**src/rtl/instr_fetch_unit_pkg.sv**
```systemverilog
// Shared instruction-set constants, field widths and fetch FSM state encoding
// for the instruction fetch unit and anything that decodes its IR.
package instr_fetch_unit_pkg;

    localparam int OPC_W  = 6;
    localparam int OPER_W = 10;

    typedef logic [OPC_W-1:0] opcode_t;

    localparam opcode_t OP_FETCH  = 6'd0;
    localparam opcode_t OP_LDAC   = 6'd1;
    localparam opcode_t OP_CLAC   = 6'd2;
    localparam opcode_t OP_STAC   = 6'd3;
    localparam opcode_t OP_MVAC   = 6'd4;
    localparam opcode_t OP_ADD    = 6'd8;
    localparam opcode_t OP_SUB    = 6'd9;
    localparam opcode_t OP_INAC   = 6'd10;
    localparam opcode_t OP_AND    = 6'd16;
    localparam opcode_t OP_OR     = 6'd17;
    localparam opcode_t OP_XOR    = 6'd18;
    localparam opcode_t OP_NOT    = 6'd19;
    localparam opcode_t OP_LDII   = 6'd24;
    localparam opcode_t OP_NOP    = 6'd46;
    localparam opcode_t OP_JUMPNZ = 6'd47;
    localparam opcode_t OP_JUMPZ  = 6'd52;

    typedef enum logic [1:0] {
        S_ADDR = 2'd0,
        S_WAIT = 2'd1,
        S_EXEC = 2'd2,
        S_HALT = 2'd3
    } ifu_state_t;

endpackage

```
**src/rtl/instr_fetch_unit.sv**
```systemverilog
// Instruction fetch unit: drives a registered instruction memory, loads IR,
// resolves conditional jumps locally and hands other instructions to execute.
module instr_fetch_unit
    import instr_fetch_unit_pkg::*;
#(
    parameter int ADDR_W  = 9,
    parameter int INSTR_W = 16
) (
    input  logic               clk,
    input  logic               rst,
    output logic [ADDR_W-1:0]  address,
    input  logic [INSTR_W-1:0] instr_in,
    input  logic               zero_flag,
    input  logic               exec_done,
    output logic [OPC_W-1:0]   opcode,
    output logic [OPER_W-1:0]  operand,
    output logic               instr_valid,
    output logic               halted,
    output logic [15:0]        retire_count,
    output ifu_state_t         fsm_state
);

    // Handshake: instr_valid=1 presents opcode/operand; the instruction is
    // consumed on the rising edge where instr_valid=1 and exec_done=1 are both seen.

    ifu_state_t         state;
    ifu_state_t         state_next;
    logic [ADDR_W-1:0]  pc;
    logic [INSTR_W-1:0] ir;

    logic               is_jumpz;
    logic               is_jumpnz;
    logic               is_jump;
    logic               is_nop;
    logic               take_branch;
    logic [ADDR_W-1:0]  jump_target;
    logic [ADDR_W-1:0]  pc_next;
    logic               pc_load;
    logic               retire_evt;

    assign opcode    = ir[INSTR_W-1 -: OPC_W];
    assign operand   = ir[OPER_W-1:0];
    assign address   = pc;
    assign fsm_state = state;

    // Cast keeps only the low ADDR_W bits of the jump target.
    assign jump_target = ADDR_W'(operand);

    always_comb begin : branch_decision
        is_jumpz    = (opcode == OP_JUMPZ);
        is_jumpnz   = (opcode == OP_JUMPNZ);
        is_jump     = is_jumpz | is_jumpnz;
        is_nop      = (opcode == OP_NOP);
        take_branch = (is_jumpz && zero_flag) || (is_jumpnz && !zero_flag);
        pc_next     = take_branch ? jump_target : pc + ADDR_W'(1);
        pc_load     = (state == S_EXEC) && (is_jump || (!is_nop && exec_done));
        retire_evt  = (state == S_EXEC) && (is_jump || is_nop || exec_done);
    end

    always_ff @(posedge clk or posedge rst) begin
        if (rst) begin
            state <= S_ADDR;
        end else begin
            state <= state_next;
        end
    end

    always_comb begin
        state_next = state;
        case (state)
            S_ADDR: state_next = S_WAIT;
            S_WAIT: state_next = S_EXEC;
            S_EXEC: begin
                if (is_nop) begin
                    state_next = S_HALT;
                end else if (is_jump || exec_done) begin
                    state_next = S_ADDR;
                end
            end
            S_HALT:  state_next = S_HALT;
            default: state_next = S_ADDR;
        endcase
    end

    always_comb begin
        instr_valid = (state == S_EXEC) && !is_jump && !is_nop;
        halted      = (state == S_HALT);
    end

    always_ff @(posedge clk or posedge rst) begin
        if (rst) begin
            pc           <= '0;
            ir           <= '0;
            retire_count <= '0;
        end else begin
            if (state == S_WAIT) begin
                ir <= instr_in;
            end
            if (pc_load) begin
                pc <= pc_next;
            end
            if (retire_evt && retire_count != 16'hFFFF) begin
                retire_count <= retire_count + 16'd1;
            end
        end
    end

endmodule

```
**config.mk**
```make
export PLATFORM = sky130hd
export DESIGN_NAME = instr_fetch_unit
export DESIGN_NICKNAME = d
export VERILOG_FILES = /design/src/rtl/instr_fetch_unit_pkg.sv /design/src/rtl/instr_fetch_unit.sv
export SDC_FILE = /design/constraint.sdc
export NUM_CORES = 1
export LEC_CHECK = 0
export CORE_MARGIN = 1
export CORE_UTILIZATION = 40
export CTS_CLUSTER_DIAMETER = 200
export CTS_CLUSTER_SIZE = 20
export DETAILED_ROUTE_END_ITERATION = 10
export GPL_TIMING_DRIVEN = 0
export PLACE_DENSITY_LB_ADDON = 0.05
export REMOVE_ABC_BUFFERS = 1
export SLEW_MARGIN = 10
export SYNTH_ARGS = -nofsm -noshare
export SYNTH_HDL_FRONTEND = slang
export SYNTH_SLANG_ARGS = --single-unit
```
**constraint.sdc**
```tcl
create_clock -name clk -period 2.6 [get_ports clk]
set_clock_uncertainty 0.2 [all_clocks]
set_input_delay 0.52 -clock clk [delete_from_list [all_inputs] [get_ports clk]]
set_output_delay 0.52 -clock clk [all_outputs]
set_load 0.01 [all_outputs]
```
==> impl_metrics.ini <==
[global_routing]
antenna_found_initial = 0
overflow = 0
gr-usage-all-layers_pct = 17.20
grt_pass1_wl_um = 7238
grt_max_degree = 31
grt_pass1_vias = 1585

[routing]
num_vias = 1684
firstDrtPassIters = 4
totalWireLength_um = 4456
via_per_inst = 5.150
wl_per_cell_um = 13.63
drc = 0
initialDrtViolationCount = 62
ant_nets = 0

[yosys]
synth-edff-count = 0
avgSynthCellArea_um2 = 11.35
yosysMostFrequentCell = dfrtp_1
synth_cell_types = 47
async_reset_ff_share_pct = 100.0
ys_warn_count = 0
synth_top_area_share_pct = 50.15
syn_area_um2 = 2146
synth.ff_latch_count = 43
synthCells = 189
synth_top_area_cell = dfrtp_1
synthTopCellsByArea = dfrtp_1 (50%), mux2_2 (8.4%), xnor2_1 (4.5%), nand3_1 (2.8%), a21oi_1 (2.3%)
synth_commonest_cells = dfrtp_1 (43), mux2_2 (16), nand2_1 (13)
ys.flop_type = dfrtp_1
ys_seq_area_share_pct = 50.15

[hold_path]
hold_class = input pin to asynchronous set/reset pin

[power_and_ir_drop]
clkPwrFrac_pct = 15.0
p_per_area_nw_per_um2 = 977.9
combPwrFrac_pct = 44.6
p_total_mw = 2.900
ir_drop_v = 0.0005894
p_sw_share_pct = 34.95
netSwitchingPower_mw = 1.014
p_leak_nw = 1.139
seqPwrFrac_pct = 40.3
intPower_mw = 1.886

[timing]
period_needed_ns = 2.521
fin_crit_sh_pct = 96.96
maxSlewViolCount = 0
final_hold_viol_count = 0
fmax_mhz = 396.7
worstMarginPinSlew_ns = 0.6272
rsz0062_at_grt = no
finalSetupViolations = 0
hold_ws_ns = 0.2943
max-slew-margin-rel_pct = 58.18

[placement]
dp_hpwl_um = 3236
globalplace.congestion = 0.7895
port_buffers = 64

[critical_path]
cp-start-kind = flop
end_kind = output pin
cp_max_fo = 6
cp.required_ns = 1.88
cp_data_arrival_time_ns = 1.80
path_class = flop to output pin

[clock_tree]
path_clk_slew_ns = 0.08
htreeDepth = 2
numCtsBuffers = 5
cts_tree = done
clock_latency_ns = 0.30
clk_path_buf_depth = 2
cts-root-buf = clkbuf_8
clock_sinks = 43

[finish]
fillers = 469
drive_gt1_share_pct = 15.18
antennaDiodeCount = 0
nNetsFinal = 279
synthToLayoutAreaGrowth_pct = 38.19

[outcome]
status = finished clean

[floorplan]
coreArea_um2 = 5140
pin_count = 65
rows = 26
dieArea_um2 = 5661
die_height_um = 75.24
start_util_pct = 41.75
dieWidth_um = 75.24

[run]
maxCapViolCount = 0
-- critical path, cell delays in order, from the launching register on --
cell	delay (ns)
dfrtp_2	0.44
or4b_4	0.56
nand2_2	0.13
a21oi_1	0.09
dlygate4sd2_1	0.28
-- worst paths after layout --
check / from / endpoint / slack [ns] / cells past startpoint
min in group clk: retire_count[6] / retire_count[6] / 0.31 / 1
max in group asynchronous: rst / retire_count[13] / 1.44 / 3
min: rst / ir[6] / 0.29 / 2
max: ir[10] / instr_valid / 0.08 / 4
max reg2reg: ir[11] / retire_count[1] / 0.36 / 5
min reg2reg: retire_count[6] / retire_count[6] / 0.31 / 1
-- power groups by stage --
stage               Sequential (mW)  Combinational, mW  Clock [mW]
finish                         1.17               1.29       0.435
global route                   1.22               1.41       0.476
floorplan                      1.25              0.550           0
global placement               1.18               1.26           0
CTS                            1.17               1.31       0.455
detailed placement             1.19               1.30           0
-- metal layers --
layer | global-route usage, % | up-vias | routed length [um]
met2 | 28.53 | 37 | 2132
met1 | 21.75 | 808 | 2055
li1 | - | 832 | -
met3 | 3.347 | 7 | 208
met5 | 0 | - | 0
met4 | 8.025 | 0 | 60
-- area by class of cell --
cell class	count	area, um2	share of cell area (%)
Multi-Input combinational cell	138	1023	34.51
Sequential cell	43	1077	36.33
Tap cell	70	87.58	2.954
Timing Repair Buffer	67	681.9	23.00
Clock inverter	1	5.005	0.1688
Clock buffer	6	82.58	2.785
Inverter	2	7.507	0.2532
-- stage by stage --
| step | setup TNS (ns) | util, % | std cells | worst slack, ns | instance area, um2 |
|---|---|---|---|---|---|
| 2_1_floorplan | 0 | - | 183 | 0.5088 | 2105 |
| 4_1_cts | 0 | 57.69 | 327 | 0.05591 | 2965 |
| 3_5_place_dp | -0.1538 | 55.84 | 319 | -0.08458 | 2870 |
| 5_1_grt | 0 | 57.69 | 327 | 0.002960 | 2965 |
| 3_3_place_gp | -3.961 | 55.11 | 317 | -0.09127 | 2833 |
| 6_report | 0 | 57.69 | 327 | 0.07904 | 2965 |
-- cells by family after synthesis --
group | count (synthesis) | synth area share [%]
simple gates | 65 | 18.37
flops | 43 | 50.15
compound gates | 40 | 13.41
mux | 18 | 9.329
xor+xnor | 13 | 5.306
buf+inv | 8 | 2.274
fa+ha+maj | 2 | 1.166
-- flip-flops by register name, summed over array words and instances, names as in the netlist --
name / cells
retire_count: 16
ir: 16
fsm_state: 2
address: 9
-- placed cells by master, fill, tap and decap left out, types with 2 or more instances in the layout --
cell type / n
xnor2_1: 11
nor4_1: 2
nand2_1: 13
dfrtp_1: 42
ha_1: 2
nor2b_1: 2
nor2_1: 7
and4_1: 2
clkdlybuf4s50_1: 63
a31oi_1: 3
nand3b_1: 2
o21ai_1: 10
mux2i_1: 2
a21oi_1: 10
clkbuf_8: 6
a21o_1: 2
o21ai_0: 5
nand3_1: 12
and2_1: 4
xor2_1: 2
and3_1: 3
nand4_1: 5
mux2_2: 16
nor3_1: 2
-- timing repair --
action | CTS | global route
hold buffers | 0 | 0
buffers inserted | 1 | 0
gates resized for setup | 2 | 0
setup endpoints to repair | 1 | 0
No activity file was read; power rests on OpenSTA's default activity.
